File: src/rtl/mult_unit.sv
// mult_unit: 32x32 radix-2 shift-add multiplier (mult/multu, two issue slots) -> Hi/Lo; ports clk, reset, MultStart/MultSgn, MultStart2/MultSgn2, SrcA/SrcB, SrcA2/SrcB2, Hi, Lo, MultBusy, MultDone
module mult_unit (
  input  logic        clk,
  input  logic        reset,
  input  logic        MultStart,
  input  logic        MultSgn,
  input  logic        MultStart2,
  input  logic        MultSgn2,
  input  logic [31:0] SrcA,
  input  logic [31:0] SrcB,
  input  logic [31:0] SrcA2,
  input  logic [31:0] SrcB2,
  output logic [31:0] Hi,
  output logic [31:0] Lo,
  output logic        MultBusy,
  output logic        MultDone
);
  typedef enum logic [1:0] {IDLE = 2'd0, RUN = 2'd1, FIX = 2'd2} state_t;
  state_t      state, state_n;
  logic [63:0] acc, mcand, prod;
  logic [31:0] mplier, sel_a, sel_b, mag_a, mag_b;
  logic [5:0]  cnt;
  logic        neg, sel_sgn, go;
  always_comb begin
    sel_a   = MultStart2 ? SrcA2 : SrcA;
    sel_b   = MultStart2 ? SrcB2 : SrcB;
    sel_sgn = MultStart2 ? MultSgn2 : MultSgn;
    go      = (state == IDLE) && (MultStart || MultStart2);
    mag_a   = (sel_sgn && sel_a[31]) ? -sel_a : sel_a;
    mag_b   = (sel_sgn && sel_b[31]) ? -sel_b : sel_b;
    prod    = neg ? -acc : acc;
    state_n = state;
    case (state)
      IDLE:    state_n = go ? RUN : IDLE;
      RUN:     state_n = (cnt == 6'd31) ? FIX : RUN;
      FIX:     state_n = IDLE;
      default: state_n = IDLE;
    endcase
  end
  always_ff @(posedge clk) begin
    if (reset) begin
      state    <= IDLE;
      acc      <= '0;
      mcand    <= '0;
      mplier   <= '0;
      cnt      <= '0;
      neg      <= 1'b0;
      Hi       <= '0;
      Lo       <= '0;
      MultDone <= 1'b0;
    end else begin
      state    <= state_n;
      MultDone <= (state == FIX);
      if (go) begin
        acc    <= '0;
        mcand  <= {32'd0, mag_b};
        mplier <= mag_a;
        cnt    <= '0;
        neg    <= sel_sgn & (sel_a[31] ^ sel_b[31]);
      end else if (state == RUN) begin
        acc    <= acc + (mplier[0] ? mcand : 64'd0);
        mcand  <= mcand << 1;
        mplier <= mplier >> 1;
        cnt    <= cnt + 6'd1;
      end else if (state == FIX) begin
        {Hi, Lo} <= prod;
      end
    end
  end
  assign MultBusy = (state != IDLE);
endmodule
File: config.mk
export PLATFORM = sky130hd
export DESIGN_NAME = mult_unit
export DESIGN_NICKNAME = d
export VERILOG_FILES = /design/src/rtl/mult_unit.sv
export SDC_FILE = /design/constraint.sdc
export NUM_CORES = 1
export LEC_CHECK = 0
export ABC_AREA = 1
export CORE_ASPECT_RATIO = 0.8
export CORE_MARGIN = 2
export CORE_UTILIZATION = 40
export DETAILED_ROUTE_END_ITERATION = 16
export PLACE_DENSITY_LB_ADDON = 0.1
export SYNTH_ARGS = -nofsm -noshare
export SYNTH_HDL_FRONTEND = slang
export SYNTH_SLANG_ARGS = --single-unit
File: constraint.sdc
create_clock -name clk -period 5.7 [get_ports clk]
set_input_delay 1.14 -clock clk [delete_from_list [all_inputs] [get_ports clk]]
set_output_delay 1.14 -clock clk [all_outputs]
set_load 0.01 [all_outputs]
# After elaboration in Yosys (flattened, before gate mapping)
# Cells that the tools add are included.
# op_classes
n_addsub	5
n_eq_ne	3
n_mux	14
n_bitwise	4
reduce_logical	9
# ops
cell	count
two-way mux 32 bit	8
two-way mux 64 bit	2
adder 64 bit	1
negation 32 bit	2
negation 64 bit	1
adder 6 x 1 -> 6 bit, second input constant	1
== test 6 x 5 -> 1 bit, second input constant	1
one-hot mux 2 bit (2 select lines)	1
nonzero test 2 bit	2
logical AND 1 bit	3
AND reduction 3 bit	1
== test 2 x 1 -> 1 bit, second input constant	1
== test 2 bit, second input constant	1
logical NOT 2 bit	1
two-way mux 1 bit	2
two-way mux 2 bit	1
inverter 1 bit	2
OR reduction 2 bit	1
AND 1 bit	1
logical OR 1 bit	1
XOR 1 bit	1
# word_totals
register_bits	234
in_bits	134
output_inout_bits	66
elab_cells	45

# Logic depth before layout (Yosys ltp)
# logic_depth
ltp_word	4
ltp_mapped	21
depth_no_buf	19

# Worst setup path after synthesis
# No wires, ideal clock.
# synth_timing
kind	input port to flip-flop
start	in MultStart2
end	reg mplier[18]
setup_ns	0.132
arrival_time_ns	2.621
t_required_ns	5.568
setup_slack_ns	2.947
stages	16
n_path_buf	3
cell_sequence	buf_6 buf_8 buf_6 nand2_1 nand2_1 inv_1 ha_1 nand2_2 nor2_4 nand3_2 nand2_2 nand3_1 nand2_1 nand2_1 nand2_1 a21oi_1
# synth_between
elab_chain_cells	4
word_cells_on_any_way	9
cone_classes	1 x add/sub; 4 x mux; 4 x reduce/logical
# synth_lines
item	line	text
start, declared	7	input logic MultStart2,
two-way mux 32 bit or two-way mux 1 bit (tied branches)	25, 27	
negation 32 bit or logical AND 1 bit (tied branches)	29	mag_a = (sel_sgn && sel_a[31]) ? -sel_a : sel_a;
two-way mux 32 bit	29	
two-way mux 32 bit	54	if (go) begin
end signal, assigned	57	mplier <= mag_a;
end signal, assigned	63	mplier <= mplier >> 1;
end, declared	21	logic [31:0] mplier, sel_a, sel_b, mag_a, mag_b;
# Parallel ways exist; a longest one is shown, timed or not.
# A chain may end at the register's enable or synchronous reset.

# Final worst setup path
# layout_timing
start	in MultStart2
end	reg mplier[5]
# The elaborated chain is that of the path after synthesis.

==> flow_metrics.py <==
metrics = {
    "yosys": {
        "synthDistinctLibCells": 48,
        "ys.flop_type": "dfxtp_1",
        "synthTopCellsByArea": "nand2_1 25%, dfxtp_1 23%, inv_1 11%",
        "syn_area_um2": 20400,
        "ys.warnings.count": 0,
        "ys_async_sr_fraction": 0,
        "yosys-top-cells-count": "1333 x nand2_1, 618 x inv_1, 410 x nor2_1",
        "yosys.area.top_type": "nand2_1",
        "synth_seq_cells": 234,
        "ys_seq_area_frac": 0.230,
        "synthCells": 3718,
        "yosys.area.top_type_share": 0.246,
        "synth_enable_flop_cells": 0,
        "syn_area_per_cell_um2": 5.48,
        "syn-num-nets": 3920,
        "yosys.cell_count.top_type": "nand2_1",
    },
    "min_path": {
        "holdPathStages": 2,
        "min_path_type": "flip-flop to flip-flop",
        "hold_end": "mplier[8]",
        "min-delay-start": "mplier[8]",
    },
    "cts": {
        "numCtsBuffers": 26,
        "clock_path_buffers": 3,
        "clkSlewWorstSetupHoldPaths_ns": 0.06,
        "cts_tree": "built",
        "post_cts_resize_count": 0,
        "ctsHoldBuffers": 0,
        "cts-root-buf": "clkbuf_16",
        "cts.sinks": 234,
        "htree_levels": 1,
        "clock_insertion_delay_worst_skew_ns": 0.57,
        "postCtsSetupRepairBufs": 0,
    },
    "pwr": {
        "leakage_nw": 12.4,
        "peakVddDrop_mv": 0.235,
        "power_per_cell_area_nw_per_um2": 209,
        "power_mw": 4.94,
    },
    "finish": {
        "syn_to_final_growth_pct": 16.2,
        "insertedDiodeCount": 0,
        "nets": 4038,
        "design_area_um2": 23700,
        "drive_gt1_frac": 0.0343,
        "nFillCells": 5523,
    },
    "setup_path": {
        "r2r_start": "mplier[0]",
        "arrival_ns": 3.88,
        "cp-start-kind": "primary input",
        "r2r_cells": 17,
        "endpoint_kind": "flip-flop",
        "r2r-end": "acc[61]",
        "reg2reg_slack_ns": 2.36,
        "required_ns": 6.12,
        "cp_max_fo": 96,
        "crit_type": "primary input to flip-flop",
    },
    "floorplanning": {
        "core_um2": 50000,
        "initial_utilization": 0.408,
        "die_h_um": 206,
        "die-area_um2": 52800,
        "rows": 73,
        "die_w_um": 256,
        "io_pins": 200,
    },
    "routing": {
        "wl_met2_um": 27200,
        "route.layer.met1.wl_um": 36800,
        "wl_per_cell_um": 15.9,
        "num_vias": 22600,
        "wl_met3_um": 6920,
        "drcViolationCount": 0,
        "top_layer": "met4",
        "avgViaCountPerCell": 4.99,
        "wl_um": 71900,
        "firstDrtPassIters": 7,
        "drtIter0Drc": 2110,
        "postRouteAntennaNets": 0,
    },
    "timing": {
        "rsz0062_at_grt": "false",
        "max_freq_mhz": 289,
        "setup-violations-final": 0,
        "skew_ns": 0.0169,
        "period_share": 0.608,
        "layout_min_cycle_time_ns": 3.46,
        "finalMaxSlewViolations": 0,
        "max_slew_margin": 0.265,
        "hold_violations": 0,
        "fin_setup_tns_ns": 0,
        "tightest_slew_ns": 1.10,
    },
    "grt": {
        "overflow": 0,
        "antenna_found_initial": 0,
        "grt_pass1_vias": 20500,
        "grt_pass1_wl_um": 114000,
        "gr-usage-all-layers": 0.271,
        "grt_max_degree": 112,
    },
    "place": {
        "port_buffers": 199,
        "place_congestion": 1.01,
        "hpwl_um": 57300,
        "placed_area_um2": 22700,
    },
    "outcome": {
        "status": "finished, final reports clean",
    },
    "run": {
        "max_cap_viol_count": 0,
    },
}
## worst max path at each step
stage | startpoint | slack (ns) | to
floorplan | MultStart2 | 2.95 | mplier[18]
global placement | MultStart2 | 1.70 | mplier[5]
detailed placement | MultStart2 | 1.67 | mplier[5]
CTS | MultStart2 | 2.24 | mplier[5]
global route | MultStart2 | 1.89 | mplier[5]
finish | MultStart2 | 2.24 | mplier[5]
## flip-flops by register name, indices dropped and copies added, names as in the netlist
signal / cells
cnt: 6
mcand: 64
MultDone: 1
Lo: 32
Hi: 32
neg: 1
mplier: 32
state: 2
acc: 64
## cells in the final DEF, fill, tap and decap left out, types with 16 or more instances in the layout
cell and n:
inv_1 617, clkdlybuf4s50_1 197, nand4_1 36, nor2_1 408
dfxtp_1 232, nand2_1 1333, xor2_1 76, o21ai_1 32
clkbuf_16 26, a21oi_1 272, nand3_1 169, nor3_1 20
nand2_2 24, o21ai_0 173, buf_4 16, ha_1 67
## power by group
part | leakage (nW) | internal [mW] | switching, mW | total [mW]
combinational | 10.0 | 0.414 | 0.830 | 1.24
clock | 0.448 | 1.14 | 0.740 | 1.88
sequential | 1.91 | 1.71 | 0.102 | 1.82
## logic make-up (layout without fill, tap and decap cells)
kind of cell / Yosys count / in the layout / share of synthesized area
XOR/XNOR: 90 / 90 / 0.0387
AO/OA/AOI/OAI: 530 / 530 / 0.138
buffers and inverters: 751 / 886 / 0.145
AND/OR/NAND/NOR: 2044 / 2044 / 0.406
flip-flops: 234 / 234 / 0.230
multiplexers: 1 / 1 / 0.000491
adder cells (fa/ha/maj): 68 / 68 / 0.0421
## routing by layer
metal | track usage | vias to the layer above
met5 | 0 | -
met4 | 0.0416 | 0
met3 | 0.0430 | 65
met2 | 0.380 | 754
met1 | 0.430 | 10100
li1 | - | 11700
## critical path, stage by stage
cell	delay, ns
buf_4	0.39
inv_6	0.49
nand2_1	0.09
nand2_1	0.09
inv_2	0.06
nor2_4	0.57
inv_1	0.38
a21oi_1	0.24
xor2_1	0.17
o21ai_1	0.07
nand2_1	0.08
a21oi_1	0.06
## cell type report
type	count	area, µm²	area share
Clock buffer	32	693	0.0293
Clock inverter	13	235	0.00994
Inverter	628	2360	0.0999
Multi-Input combinational cell	2733	12800	0.539
Sequential cell	234	4690	0.198
Tap cell	675	845	0.0357
Timing Repair Buffer	213	2090	0.0884
## metrics by stage
step	utilization	hold slack [ns]	setup WS [ns]	instances
after CTS	0.474	0.465	2.24	4528
after detailed placement	0.455	0.456	1.67	4483
after floorplan	-	0.441	2.95	3718
after global placement	0.455	0.455	1.70	4483
final	0.474	0.462	2.24	4528
after global routing	0.474	0.477	1.89	4528
(Power assumes the default switching activity.)
